## src/rtl/whackmole_pkg.sv

```systemverilog
// Shared types and constants for the whack-a-mole game controller.
package whackmole_pkg;

    typedef enum logic [2:0] {
        IDLE   = 3'd0,
        SPAWN  = 3'd1,
        ACTIVE = 3'd2,
        GAP    = 3'd3,
        OVER   = 3'd4
    } state_t;

    localparam logic [15:0] LFSR_SEED   = 16'hACE1;
    // Feedback taps 16,14,13,11 expressed as bit positions 15,13,12,10
    localparam logic [15:0] LFSR_TAPS   = 16'hB400;
    localparam logic [3:0]  MAX_LEVEL   = 4'd15;
    localparam int          BASE_WINDOW = 8;

    function automatic logic [15:0] lfsr_step(input logic [15:0] v);
        return {v[14:0], ^(v & LFSR_TAPS)};
    endfunction

endpackage

```

## src/rtl/whackmole_if.sv

```systemverilog
// Player-facing signal bundle of the whack-a-mole controller.
interface whackmole_if #(
    parameter int N_MOLES = 18,
    parameter int SCORE_W = 11
);
    logic               start;
    logic [N_MOLES-1:0] switch;
    logic [N_MOLES-1:0] moles;
    logic [SCORE_W-1:0] score;
    logic [2:0]         lives;
    logic [3:0]         level;
    logic               hit_pulse;
    logic               miss_pulse;
    logic               game_over;

    modport master (
        output start, switch,
        input  moles, score, lives, level, hit_pulse, miss_pulse, game_over
    );

    modport slave (
        input  start, switch,
        output moles, score, lives, level, hit_pulse, miss_pulse, game_over
    );
endinterface

```

## src/rtl/whackmole_lfsr16.sv

```systemverilog
// Free-running 16-bit Fibonacci LFSR used to pick mole positions.
module lfsr16
    import whackmole_pkg::*;
(
    input  logic        clk,
    input  logic        reset,
    output logic [15:0] value
);

    always_ff @(posedge clk) begin
        if (!reset) begin
            value <= LFSR_SEED;
        end else begin
            value <= lfsr_step(value);
        end
    end

endmodule

```

## src/rtl/whackmole_game.sv

```systemverilog
// Whack-a-mole game controller: tick divider, round FSM, scoring and lives.
// Mole positions come from lfsr16; every output is driven from a register.
module whackmole_game
    import whackmole_pkg::*;
#(
    parameter int N_MOLES    = 18,
    parameter int TICK_DIV   = 50_000_000,
    parameter int SCORE_W    = 11,
    parameter int LIVES      = 3,
    parameter int LEVEL_STEP = 8,
    parameter int MIN_WINDOW = 2
) (
    input  logic       clk,
    input  logic       reset,
    whackmole_if.slave bus
);
    // state  | meaning
    // IDLE   | after reset, waiting for start
    // SPAWN  | one cycle: pick and light a new mole, load the window
    // ACTIVE | mole lit, watching switch edges and the window
    // GAP    | dark interval, switches ignored until the next tick
    // OVER   | lives exhausted, final score held until start

    localparam int IDX_W = $clog2(N_MOLES);
    localparam int DIV_W = (TICK_DIV > 1) ? $clog2(TICK_DIV) : 1;
    localparam int HC_W  = $clog2(LEVEL_STEP + 1);
    localparam logic [SCORE_W-1:0] SCORE_MAX = {SCORE_W{1'b1}};

    state_t              r_state;
    logic [DIV_W-1:0]    r_div;
    logic [7:0]          r_window;
    logic [HC_W-1:0]     r_hitcnt;
    logic [IDX_W-1:0]    r_prev;
    logic [N_MOLES-1:0]  r_switch_q;
    logic [N_MOLES-1:0]  r_moles;
    logic [SCORE_W-1:0]  r_score;
    logic [2:0]          r_lives;
    logic [3:0]          r_level;
    logic                r_hit_pulse;
    logic                r_miss_pulse;
    logic                r_game_over;

    state_t              w_state_nxt;
    logic [7:0]          w_window_nxt;
    logic [HC_W-1:0]     w_hitcnt_nxt;
    logic [IDX_W-1:0]    w_prev_nxt;
    logic [N_MOLES-1:0]  w_moles_nxt;
    logic [SCORE_W-1:0]  w_score_nxt;
    logic [2:0]          w_lives_nxt;
    logic [3:0]          w_level_nxt;
    logic                w_hit_nxt;
    logic                w_miss_nxt;

    logic [15:0]         w_lfsr;
    logic                w_tick;
    logic [N_MOLES-1:0]  w_edges;
    logic                w_right;
    logic                w_wrong;
    logic                w_expire;
    logic                w_hit;
    logic                w_miss;
    logic [IDX_W-1:0]    w_raw_idx;
    logic [IDX_W-1:0]    w_idx;
    logic [N_MOLES-1:0]  w_onehot;
    logic [7:0]          w_win_load;
    int                  w_diff;

    lfsr16 u_lfsr (
        .clk   (clk),
        .reset (reset),
        .value (w_lfsr)
    );

    assign w_tick   = (r_div == DIV_W'(TICK_DIV - 1));
    assign w_edges  = bus.switch & ~r_switch_q;
    assign w_right  = |(w_edges & r_moles);
    assign w_wrong  = |(w_edges & ~r_moles);
    assign w_expire = w_tick && (r_window <= 8'd1);
    // A wrong edge poisons a simultaneous correct one; a correct edge beats expiry
    assign w_miss   = w_wrong || (w_expire && !w_right);
    assign w_hit    = w_right && !w_wrong;

    assign w_raw_idx = IDX_W'(w_lfsr % 16'(N_MOLES));

    always_comb begin
        w_idx = w_raw_idx;
        if (w_raw_idx == r_prev) begin
            w_idx = (w_raw_idx == IDX_W'(N_MOLES - 1)) ? '0 : w_raw_idx + IDX_W'(1);
        end
    end

    always_comb begin
        w_onehot        = '0;
        w_onehot[w_idx] = 1'b1;
    end

    always_comb begin
        w_diff     = BASE_WINDOW - int'(r_level);
        w_win_load = (w_diff > MIN_WINDOW) ? 8'(w_diff) : 8'(MIN_WINDOW);
    end

    always_comb begin
        w_state_nxt  = r_state;
        w_window_nxt = r_window;
        w_hitcnt_nxt = r_hitcnt;
        w_prev_nxt   = r_prev;
        w_moles_nxt  = r_moles;
        w_score_nxt  = r_score;
        w_lives_nxt  = r_lives;
        w_level_nxt  = r_level;
        w_hit_nxt    = 1'b0;
        w_miss_nxt   = 1'b0;

        case (r_state)
            IDLE, OVER: begin
                if (bus.start) begin
                    w_score_nxt  = '0;
                    w_lives_nxt  = 3'(LIVES);
                    w_level_nxt  = '0;
                    w_hitcnt_nxt = '0;
                    w_state_nxt  = SPAWN;
                end
            end
            SPAWN: begin
                w_moles_nxt  = w_onehot;
                w_prev_nxt   = w_idx;
                w_window_nxt = w_win_load;
                w_state_nxt  = ACTIVE;
            end
            ACTIVE: begin
                if (w_miss) begin
                    w_lives_nxt = r_lives - 3'd1;
                    w_miss_nxt  = 1'b1;
                    w_moles_nxt = '0;
                    w_state_nxt = (r_lives == 3'd1) ? OVER : GAP;
                end else if (w_hit) begin
                    if (r_score != SCORE_MAX) begin
                        w_score_nxt = r_score + SCORE_W'(1);
                    end
                    if (r_hitcnt == HC_W'(LEVEL_STEP - 1)) begin
                        w_hitcnt_nxt = '0;
                        if (r_level != MAX_LEVEL) begin
                            w_level_nxt = r_level + 4'd1;
                        end
                    end else begin
                        w_hitcnt_nxt = r_hitcnt + HC_W'(1);
                    end
                    w_hit_nxt   = 1'b1;
                    w_moles_nxt = '0;
                    w_state_nxt = GAP;
                end else if (w_tick) begin
                    w_window_nxt = r_window - 8'd1;
                end
            end
            GAP: begin
                if (w_tick) begin
                    w_state_nxt = SPAWN;
                end
            end
            default: begin
                w_moles_nxt = '0;
                w_state_nxt = IDLE;
            end
        endcase
    end

    always_ff @(posedge clk) begin
        if (!reset) begin
            r_state      <= IDLE;
            r_div        <= '0;
            r_window     <= '0;
            r_hitcnt     <= '0;
            r_prev       <= '0;
            r_switch_q   <= '0;
            r_moles      <= '0;
            r_score      <= '0;
            r_lives      <= 3'(LIVES);
            r_level      <= '0;
            r_hit_pulse  <= 1'b0;
            r_miss_pulse <= 1'b0;
            r_game_over  <= 1'b0;
        end else begin
            r_state      <= w_state_nxt;
            r_div        <= w_tick ? '0 : r_div + DIV_W'(1);
            r_window     <= w_window_nxt;
            r_hitcnt     <= w_hitcnt_nxt;
            r_prev       <= w_prev_nxt;
            r_switch_q   <= bus.switch;
            r_moles      <= w_moles_nxt;
            r_score      <= w_score_nxt;
            r_lives      <= w_lives_nxt;
            r_level      <= w_level_nxt;
            r_hit_pulse  <= w_hit_nxt;
            r_miss_pulse <= w_miss_nxt;
            r_game_over  <= (w_state_nxt == OVER);
        end
    end

    assign bus.moles      = r_moles;
    assign bus.score      = r_score;
    assign bus.lives      = r_lives;
    assign bus.level      = r_level;
    assign bus.hit_pulse  = r_hit_pulse;
    assign bus.miss_pulse = r_miss_pulse;
    assign bus.game_over  = r_game_over;

endmodule

```

## src/flat_wrapper.sv

```systemverilog
// flat-port wrapper written by rule: the top's interface ports become plain ports
module whackmole_game_flat import whackmole_pkg::*;
#(
    parameter int N_MOLES    = 18,
    parameter int TICK_DIV   = 50_000_000,
    parameter int SCORE_W    = 11,
    parameter int LIVES      = 3,
    parameter int LEVEL_STEP = 8,
    parameter int MIN_WINDOW = 2
)
  (clk, reset, bus_start, bus_switch, bus_moles, bus_score, bus_lives, bus_level, bus_hit_pulse, bus_miss_pulse, bus_game_over);
  whackmole_if #(.N_MOLES(N_MOLES), .SCORE_W(SCORE_W)) bus_i ();
  input  logic clk;
  input  logic reset;
  input wire logic [$bits(bus_i.start)-1:0] bus_start;
  input wire logic [$bits(bus_i.switch)-1:0] bus_switch;
  output wire logic [$bits(bus_i.moles)-1:0] bus_moles;
  output wire logic [$bits(bus_i.score)-1:0] bus_score;
  output wire logic [$bits(bus_i.lives)-1:0] bus_lives;
  output wire logic [$bits(bus_i.level)-1:0] bus_level;
  output wire logic [$bits(bus_i.hit_pulse)-1:0] bus_hit_pulse;
  output wire logic [$bits(bus_i.miss_pulse)-1:0] bus_miss_pulse;
  output wire logic [$bits(bus_i.game_over)-1:0] bus_game_over;
  assign bus_i.start = bus_start;
  assign bus_i.switch = bus_switch;
  assign bus_moles = bus_i.moles;
  assign bus_score = bus_i.score;
  assign bus_lives = bus_i.lives;
  assign bus_level = bus_i.level;
  assign bus_hit_pulse = bus_i.hit_pulse;
  assign bus_miss_pulse = bus_i.miss_pulse;
  assign bus_game_over = bus_i.game_over;
  whackmole_game #(.N_MOLES(N_MOLES), .TICK_DIV(TICK_DIV), .SCORE_W(SCORE_W), .LIVES(LIVES), .LEVEL_STEP(LEVEL_STEP), .MIN_WINDOW(MIN_WINDOW)) u_core (.clk(clk), .reset(reset), .bus(bus_i));
endmodule
```

## config.mk

```make
export PLATFORM = sky130hd
export DESIGN_NAME = whackmole_game_flat
export DESIGN_NICKNAME = d
export VERILOG_FILES = /design/src/rtl/whackmole_pkg.sv /design/src/rtl/whackmole_if.sv /design/src/rtl/whackmole_lfsr16.sv /design/src/rtl/whackmole_game.sv /design/src/flat_wrapper.sv
export SDC_FILE = /design/constraint.sdc
export NUM_CORES = 1
export LEC_CHECK = 0
export BUFFER_PORTS_ARGS = -buffer_cell sky130_fd_sc_hd__buf_2
export CAP_MARGIN = 20
export CELL_PAD_IN_SITES_DETAIL_PLACEMENT = 0
export CELL_PAD_IN_SITES_GLOBAL_PLACEMENT = 1
export CORE_ASPECT_RATIO = 1.1
export CORE_MARGIN = 5
export CORE_UTILIZATION = 35
export CTS_BUF_LIST = sky130_fd_sc_hd__clkbuf_8
export DETAILED_ROUTE_END_ITERATION = 10
export PLACE_DENSITY = 0.66
export SYNTH_ARGS = -nofsm -noshare
export SYNTH_HDL_FRONTEND = slang
export SYNTH_HIERARCHICAL = 1
export SYNTH_SLANG_ARGS = --single-unit
export TNS_END_PERCENT = 30
```

## constraint.sdc

```tcl
create_clock -name clk -period 19.9 [get_ports clk]
set_input_delay 0.995 -clock clk [delete_from_list [all_inputs] [get_ports clk]]
set_output_delay 0.995 -clock clk [all_outputs]
set_load 0.005 [all_outputs]
```

**Word-level counts from Yosys, hierarchy flattened**

Cells that the tools add are included.

- $add $sub $neg: 8
- $lt $le $gt $ge: 4
- Divide/modulo/power cells: 1
- Bitwise logic cells: 8
- Equal/unequal tests: 22
- Muxes and demuxes: 38
- Reductions and logical operators: 24

Operator list:

| cell | number |
|---|---|
| AND 18 bit | 3 |
| one-hot mux 18 bit (3 select lines) | 1 |
| two-way mux 11 bit | 4 |
| two-way mux 18 bit | 2 |
| NOT 18 bit | 2 |
| OR reduction 18 bit | 2 |
| greater-than comparator 32 x 3 -> 1 bit, second input constant | 1 |
| two-way mux 4 bit | 8 |
| two-way mux 8 bit | 4 |
| adder 26 x 1 -> 26 bit, second input constant | 1 |
| == test 26 bit, second input constant | 1 |
| one-hot mux 11 bit (2 select lines) | 1 |
| two-way mux 3 bit | 7 |
| remainder unit 16 x 5 -> 16 bit, second input constant | 1 |
| one-hot mux 4 bit (2 select lines) | 2 |
| one-hot mux 8 bit (2 select lines) | 1 |
| parity 16 bit | 1 |
| != test 2 x 1 -> 1 bit, second input constant | 6 |
| one-hot mux 3 bit (4 select lines) | 1 |
| adder 11 x 1 -> 11 bit, second input constant | 1 |
| != test 11 bit, second input constant | 1 |
| two-way mux 5 bit | 2 |
| adder 4 x 1 -> 4 bit, second input constant | 2 |
| less-or-equal comparator 8 x 1 -> 1 bit, second input constant | 1 |
| other kinds (31) | 49 |

- Word-level logic and storage cells: 119
- Input bits: 21
- Bits in registers: 119

**Logic depth before layout (Yosys ltp)**

Gate-level depths: netlist (run 1).

- Depth in word-level cells: 10
- Depth in mapped cells: 29
- Mapped depth without buffers: 26

**Cells and area by module**

The synthesis (run 1) kept the hierarchy.

Modules (own cells, without submodules):

| module | instances | area each (µm²) | cells an instance |
|---|---|---|---|
| whackmole_game | 1 | 7277.0 | 905 |
| lfsr16 | 1 | 451.7 | 36 |

**Least setup slack after synthesis (run 1)**

Ideal clock, no wire load.

- Path kind: register to register
- Start: register u_core.u_lfsr.value[12]
- End: register u_core.r_moles[10] (netlist: u_core/bus.moles[10])
- Buffers on the path: 2
- Arrival time: 6573 ps
- Path slack: 13209 ps
- Data required time: 19783 ps
- Cell stages (with the launch flop): 27
- Period minus slack after synthesis: 6691 ps
- Path through: dfxtp_1 buf_4 nor3b_1 mux2_1 a221oi_2 and3_1 buf_6 mux2i_2 a2111o_1 o211ai_1 a22o_4 a311o_1 a221o_1 a32oi_2 o21ai_1 a2111o_1 mux2i_4 nor2_1 a21oi_2 and2_1 ha_1 and4b_1 or3_1 and2_4 or3_4 mux2_4 a32o_2

- Word-level cells in the longest chain between the ends: 9

RTL lines:

| item | RTL line | source |
|---|---|---|
| start, declared | whackmole_lfsr16.sv:7 | `output logic [15:0] value` |
| start signal, assigned | whackmole_lfsr16.sv:14 | `value <= lfsr_step(value);` |
| remainder unit 16 x 5 -> 16 bit (*) | whackmole_game.sv:83 | `assign w_raw_idx = IDX_W'(w_lfsr % 16'(N_MOLES));` |
| adder 5 x 1 -> 5 bit or == test 5 bit (tied branches) | whackmole_game.sv:88 | `w_idx = (w_raw_idx == IDX_W'(N_MOLES - 1)) ? '0 : w_raw_idx + IDX_W'(1);` |
| two-way mux 5 bit | whackmole_game.sv:88 |  |
| two-way mux 5 bit (*) | whackmole_game.sv:87 | `if (w_raw_idx == r_prev) begin` |
| less-than comparator 5 x 6 -> 1 bit (implied by the code) or greater-or-equal comparator 5 x 1 -> 1 bit (tied branches) | whackmole_game.sv:94 | `w_onehot[w_idx] = 1'b1;` |
| logical AND 1 bit (implied by the code) | whackmole_game.sv:94 |  |
| two-way mux 1 bit (implied by the code) | whackmole_game.sv:94 |  |
| demux 1 bit (select 5 bit) (*) | - |  |
| one-hot mux 18 bit (3 select lines) (*) | whackmole_game.sv:114 | `case (r_state)` |
| end signal, assigned | whackmole_game.sv:189 | `r_moles <= w_moles_nxt;` |
| end, declared | whackmole_game.sv:35 | `logic [N_MOLES-1:0] r_moles;` |

Every way passes the cells marked *; elsewhere a longest branch is shown, timed or not.
A chain may end at the register's enable or synchronous reset.

**Worst setup path in the final report (run 1)**

- Start: register u_core.u_lfsr.value[12]
- End: register u_core.r_moles[1] (netlist: u_core/bus.moles[1])

The elaborated chain is that of the path after synthesis.

==> results.md, run 1 <==
- Status: complete, no violations
- Hold Buf Count CTS: 0
- Share of cells above drive strength 1: 0.166
- Setup Buffers After CTS: 0
- DRC: 0
- RSZ-0062 raised after global routing: false
- Crit path max fanout: 20
- Routed Antenna Nets: 0
- Ratio of final minimum period to clock period: 0.400
- Synth cell types: 116
- Area after DPL: between 8000 and 9000 µm²
- Hold Violations, Final: 0
- Seq cells post-synth: between 100 and 150
- Mux cell area share after synthesis: 0.0327
- Critical path depth in cells: 26
- Hold depth: 1
- Cells after synthesis: approximately 940
- Main combinational cell family by area after synthesis: simple AND/OR/NAND/NOR gates
- Syn Nets: around 980
- Compound-Gate Fraction of Synth Area: 0.237
- Worst VDD drop: between 0.06 and 0.07 mV
- First-pass GRT wire length: around 33 mm
- CTS sink cnt: 119
- Setup crit start: u_core/u_lfsr/value[12]
- Sequential element share of the synthesized area: 0.308
- Area contributors post-synth: dfxtp_1 (31%), nor2_1 (5.5%), nand2_1 (3.7%), and2_1 (3.1%), xor2_1 (2.9%)
- Post-layout min period: around 8.0 ns
- Post-Synth XOR/XNOR Area: 0.0531
- Buf/Inv on CP: 1
- Synth cell count leaders: dfxtp_1 (119), nor2_1 (113), nand2_1 (77), a21oi_1 (38), and2_1 (38)
- Async S/R FF share, synth: 0
- Htree depth: 4
- Root Buffer Master: clkbuf_8
- Reg2reg start: u_core/u_lfsr/value[12]
- Yosys top cell area share: 0.308
- Depth of the most critical reg-to-reg path: 26
- Clock tree buffer depth: 2
- Worst stage delay on the critical path: approximately 0.76 ns
- # IOs: 60
- Grt ovf: 0
- Req. time, crit path: 20.21 ns
- Top-count cell post-synth: dfxtp_1
- Routing usage on met1: 0.215
- Synth Flop Type: dfxtp_1
- Total die area: about 25000 µm²
- Setup CP Type: reg -> reg
- Pwr dens: between 100 and 150 nW/µm²
- Synthesized-area fraction occupied by adder cells: 0.0223
- Synthesized area per cell: roughly 8 µm²
- Nets: roughly 1.0k
- Number of synthesized flops with an enable pin: 0
- Worst setup SP type: flop
- Design Area, Final: ~8600 µm²
- Post-CTS sizing: 0
- Critical path's top delay family: compound AO/OA/AOI/OAI gates
- HP Class: reg -> reg
- Die W: roughly 150 µm
- Syn. warnings: 6
- CTS tree: built
- GRT busiest layer: met2
- DRT Pass-1 Iters: 5
- Die H: between 150 and 200 µm
- Global-route usage over all layers: 0.157
- # setup viols final: 0
- P&R area growth vs syn: 11.3%
- Reg clk slew, reported paths: about 0.070 ns
- DPL Wire Length: about 14 mm
- Met3 GRT Util: 0.0382
- 1st-iter DRT viols: 380
- Worst rel slew slack: 0.300
- Via Count: ~6.9k
- Final GP Congestion: about 0.82
- Synth Area in Simple Gates: 0.308
- Final Skew: ~0.018 ns
- Drt wl/cell: around 15 µm
- Core footprint: between 20000 and 25000 µm²
- Final slew viol count: 0
- Worst-Margin Slew: 1.05 ns
- Slowest CP cell: dfxtp_1
- Number of port buffers: just under 60
- TritonCTS Buffers: 17
- Worst Path Arrival: approximately 8.3 ns
- Via/cell ratio: ~5.4
- Initial antenna violation count: 1
- Cell taking the most area after synthesis: dfxtp_1
- Vias in the first global route: between 6k and 7k
- Leakage power total: roughly 3.2 nW
- Antenna cell count: 0
- Fmax: about 130 MHz
- Met2 usage: 0.248
- Internal reg-to-reg setup slack: approximately 12 ns
- Drt total wl: a little under 20 mm
- Setup_tns: 0 ns
- Initial Util: 0.353
- Largest net degree at the start of global routing: 48
- Clk_lat worst skew: approximately 0.45 ns
- Syn Std Cell Area: between 7000 and 8000 µm²
- Std-Cell Rows: 57
- Max_cap viols: 0
- Critical Path Sink: u_core/bus.moles[1]
- Critical R2R Capture: u_core/bus.moles[1]
- Setup crit end kind: flop
worst min-delay path by stage:
stage / slack [ns] / start / end
global route: 0.50 / u_core/r_div[0] / u_core/r_div[0]
detailed placement: 0.45 / u_core/r_div[0] / u_core/r_div[0]
CTS: 0.47 / u_core/r_div[0] / u_core/r_div[0]
finish: 0.47 / u_core/r_div[0] / u_core/r_div[0]
floorplan: 0.41 / u_core/u_lfsr/value[9] / u_core/u_lfsr/value[10]
global placement: 0.45 / u_core/r_div[0] / u_core/r_div[0]
cell type report:
| type | instances | area, µm² |
|---|---|---|
| well taps | 295 | 369 |
| multi-input cells | 751 | 5050 |
| repair buffers | 62 | 318 |
| clock buffers | 18 | 248 |
| flip-flops and latches | 119 | 2380 |
| fillers | 2315 | 13300 |
| inverters | 30 | 113 |
| clock inverters | 14 | 126 |
registers in the layout, indices dropped and copies added (netlist names), 3 cells and up:
register	flops
u_core/bus.level	4
u_core/bus.lives	3
u_core/bus.moles	18
u_core/bus.score	11
u_core/r_div	26
u_core/r_hitcnt	4
u_core/r_prev	5
u_core/r_state	3
u_core/r_switch_q	18
u_core/r_window	8
u_core/u_lfsr/value	16
routing by layer:
| metal | vias up | part of all wire |
|---|---|---|
| met5 | - | 0.00066 |
| met4 | 2 | 0.010 |
| met3 | 17 | 0.034 |
| met2 | 96 | 0.46 |
| met1 | 3277 | 0.50 |
| li1 | 3555 | - |
report_power, final:
part / switching (W) / internal, W
combinational: 0.000342 / 0.000200
sequential: 0.0000193 / 0.000251
clock: 0.000107 / 0.000102
worst register-to-register path, delay by kind of cell (launching register included):
| family | cells | cell delay [ns] |
|---|---|---|
| compound gates | 15 | 4.37 |
| fa+ha+maj | 1 | 0.16 |
| buf+inv | 1 | 0.04 |
| flops | 1 | 0.76 |
| mux | 3 | 1.04 |
| simple gates | 6 | 1.43 |
layout by cell type, fill, tap and decap left out, types with 26 or more instances in the layout:
cell     instances
a21oi_1         38
and2_1          38
buf_2           59
dfxtp_1        119
inv_1           30
nand2_1         77
nand3_1         32
nor2_1         113
nor3_1          28
o21ai_0         33
xor2_1          26
kinds of logic after synthesis:
logic type                 count (synthesis)
and+or+nand+nor                          442
AOI/OAI and AO/OA                        228
DFF                                      119
buffers and inverters                     71
xor gates and xnor gates                  46
muxes                                     21
adders and majority gates                 14
per-stage QoR:
step	utilization	hold slack, ns	total power (W)	setup slack (ns)	cells
after floorplan	-	0.409	0.000698	13.21	941
after global placement	0.376	0.448	0.000815	11.97	1256
after detailed placement	0.376	0.455	0.000809	12.06	1257
after CTS	0.393	0.472	0.00102	12.02	1289
after global routing	0.393	0.500	0.00110	11.19	1289
final	0.393	0.466	0.00102	11.95	1289
Power figures use the tool's default switching activity.
==> run 2: changes to the inputs <==
PLACE_DENSITY = 0.69   (was 0.66)
clock period = 7.2 ns   (was 19.9 ns; I/O delays follow)
==> run 2 against run 1 <==
Against the previous run:
- sequential share of layout area down 1.8 points
- largest cell class unchanged
- setup slack got worse by 12 ns
- critical path type unchanged
- register-to-register slack lost 12 ns
- combinational power rose to 3.3 times the previous value
- sequential power rose to 2.7 times the previous value
==> results.md, run 2 (synthesis results as in run 1) <==
- Status: complete, no violations (unchanged)
- Post-layout min period: 6.92 ns (was 7.95 ns)
- Final Skew: 0.0125 ns (was 0.0176 ns)
- Fin Hold WS: 0.139 ns (was 0.466 ns)
- HP Class: in -> reg (was reg -> reg)
- Routed Antenna Nets: 0 (unchanged)
- Most frequent cells in the layout: dfxtp_1 (113), nor2_1 (111), nand2_1 (77) (was dfxtp_1 (119), nor2_1 (113), nand2_1 (77))
- Largest net degree at the start of global routing: 48 (unchanged)
- Hold depth: 2 (was 1)
- Hold Buf Count CTS: 0 (unchanged)
- Vias in the first global route: 6804 (was 6529)
- Global-route usage over all layers: 0.158 (was 0.157)
- First-pass GRT wire length: 33.3 mm (was 32.8 mm)
- Setup CP Type: reg -> reg (unchanged)
- DRT Pass-1 Iters: 5 (unchanged)
- Top reg by flops: u_core/r_div (unchanged)
- Worst-Margin Slew: 0.952 ns (was 1.05 ns)
- Critical path's top delay family: compound AO/OA/AOI/OAI gates (unchanged)
- Initial Util: 0.353 (unchanged)
- CTS tree: built (unchanged)
- Reg clk slew, reported paths: 0.08 ns (was 0.07 ns)
- Die H: 166 µm (unchanged)
- Hold Violations, Final: 0 (unchanged)
- Htree depth: 4 (unchanged)
- Most common cell after layout, fill and taps aside: dfxtp_1 (unchanged)
- Pwr dens: 351 nW/µm² (was 119 nW/µm²)
- Buf/Inv on CP: 2 (was 1)
- Worst Hold End: u_core/r_switch_q[1] (was u_core/r_div[0])
- Ratio of final minimum period to clock period: 0.961 (was 0.400)
- P&R area growth vs syn: 19.5% (was 11.3%)
- Antenna cell count: 0 (unchanged)
- Number of flip-flops in the largest register: 26 (unchanged)
- Final slew viol count: 0 (unchanged)
- DPL Wire Length: 14.8 mm (was 14.3 mm)
- Via Count: 7167 (was 6947)
- Leakage power total: 3.52 nW (was 3.20 nW)
- TritonCTS Buffers: 17 (unchanged)
- Initial antenna violation count: 1 (unchanged)
- Drt total wl: 20.2 mm (was 19.7 mm)
- CP Cell Sequence: buf_4 > or3_2 > o21ai_1 > a221oi_4 > and3_4 > mux2i_4 > a2111oi_4 > o211ai_2 > a22o_4 > a311o_1 > a221o_1 > a32oi_4 > o21ai_1 > a2111o_1 > mux2i_4 > buf_4 > or2_1 > a22oi_1 > a21oi_1 > or3_1 > and2_4 > or3_4 > mux2_4 > a32o_2
- Setup_tns: 0 ns (unchanged)
- Crit path max fanout: 11 (was 20)
- 1st-iter DRT viols: 298 (was 380)
- Fmax: 145 MHz (was 126 MHz)
- Clock tree buffer depth: 2 (unchanged)
- Drt wl/cell: 15.1 µm (was 15.3 µm)
- Reg2reg start: u_core/u_lfsr/value[13] (was u_core/u_lfsr/value[12])
- Internal reg-to-reg setup slack: 0.28 ns (was 11.95 ns)
- Nets: 1063 (was 1015)
- Worst stage delay on the critical path: 0.48 ns (was 0.76 ns)
- # IOs: 60 (unchanged)
- Worst VDD drop: 0.192 mV (was 0.0619 mV)
- CTS sink cnt: 119 (unchanged)
- Grt ovf: 0 (unchanged)
- Total power: 0.00325 W (was 0.00102 W)
- Core footprint: 21900 µm² (unchanged)
- Max_cap viols: 0 (unchanged)
- RSZ-0062 raised after global routing: true (was false)
- Slowest CP cell: a2111o_1 (was dfxtp_1)
- Setup crit end kind: flop (unchanged)
- Die W: 152 µm (unchanged)
- DRC: 0 (unchanged)
- Clk_lat worst skew: 0.44 ns (was 0.45 ns)
- Number of port buffers: 59 (unchanged)
- Critical R2R Capture: u_core/bus.moles[10] (was u_core/bus.moles[1])
- Std-Cell Rows: 57 (unchanged)
- Share of cells above drive strength 1: 0.227 (was 0.166)
- Total die area: 25200 µm² (unchanged)
- Root Buffer Master: clkbuf_8 (unchanged)
- Worst rel slew slack: 0.366 (was 0.300)
- HP Start: bus_switch[1] (was u_core/r_div[0])
- Worst setup SP type: flop (unchanged)
- Via/cell ratio: 5.36 (was 5.39)
- Worst Path Arrival: 7.25 ns (was 8.26 ns)
- # setup viols final: 0 (unchanged)
- Fin util: 0.422 (was 0.393)
- Req. time, crit path: 7.53 ns (was 20.21 ns)
- Final GP Congestion: 0.856 (was 0.825)
- Depth of the most critical reg-to-reg path: 24 (was 26)
[run 2: changes by cell type in the layout (fill, tap and decap cells not counted), sizes merged]
cell,before,now
bufinv,1,6
buf,62,110
clkinv,6,2
inv,32,33
clkinvlp,5,2
[run 2: power by group]
group	total, W	switching [W]	internal, W
combinational	0.00178	0.00104	0.000742
sequential	0.000731	0.0000371	0.000694
clock	0.000733	0.000279	0.000454
total	0.00325	0.00136	0.00189
[run 2: cell type report]
type / instances / area (µm²)
Multi-Input combinational cell: 751 / 5210
Clock buffer: 18 / 248
Fill cell: 2237 / 12700
Clock inverter: 13 / 226
Tap cell: 295 / 369
Sequential cell: 119 / 2390
Timing Repair Buffer: 110 / 682
Inverter: 30 / 113
[run 2: stage by stage]
step / cell area (µm²) / std cells / setup slack (ns)
2_1_floorplan: 7730 / 941 / 0.509
3_3_place_gp: 8580 / 1303 / 0.131
3_5_place_dp: 8580 / 1304 / 0.0801
4_1_cts: 9060 / 1335 / 0.0317
5_1_grt: 9240 / 1336 / -0.00538
6_report: 9240 / 1336 / 0.281
[run 2: worst max-delay path by stage]
stage | from | end | slack [ns] | cells past startpoint
detailed placement | u_core/u_lfsr/value[15] | u_core/bus.moles[16] | 0.08 | 27
global route | u_core/u_lfsr/value[10] | u_core/bus.moles[17] | -0.005 | 26
global placement | u_core/u_lfsr/value[15] | u_core/bus.moles[14] | 0.13 | 24
CTS | u_core/u_lfsr/value[15] | u_core/bus.moles[16] | 0.03 | 27
finish | u_core/u_lfsr/value[13] | u_core/bus.moles[10] | 0.28 | 24
floorplan | u_core/u_lfsr/value[12] | u_core/bus.moles[10] | 0.51 | 26
[run 2: what timing repair did]
item,4_1_cts,5_1_grt
resized for setup,0,41
buffers inserted,0,0
setup endpoints to repair,0,23
[run 2: worst reg2reg max path: stages (launching register included)]
cell	delay (ns)
dfxtp_2	0.38
buf_4	0.18
or3_2	0.46
o21ai_1	0.17
a221oi_4	0.12
and3_4	0.24
mux2i_4	0.20
a2111oi_4	0.34
o211ai_2	0.17
a22o_4	0.31
a311o_1	0.38
a221o_1	0.41
a32oi_4	0.26
o21ai_1	0.09
a2111o_1	0.48
mux2i_4	0.23
buf_4	0.16
or2_1	0.22
a22oi_1	0.29
a21oi_1	0.15
or3_1	0.39
and2_4	0.19
or3_4	0.42
mux2_4	0.32
a32o_2	0.26
[run 2: metal layers]
layer  GRT usage  vias up  wire length, µm
li1            -     3652                -
met1       0.214     3375             9890
met2       0.252      115             9300
met3      0.0401       23              782
met4      0.0375        2              205
met5           0        -               13
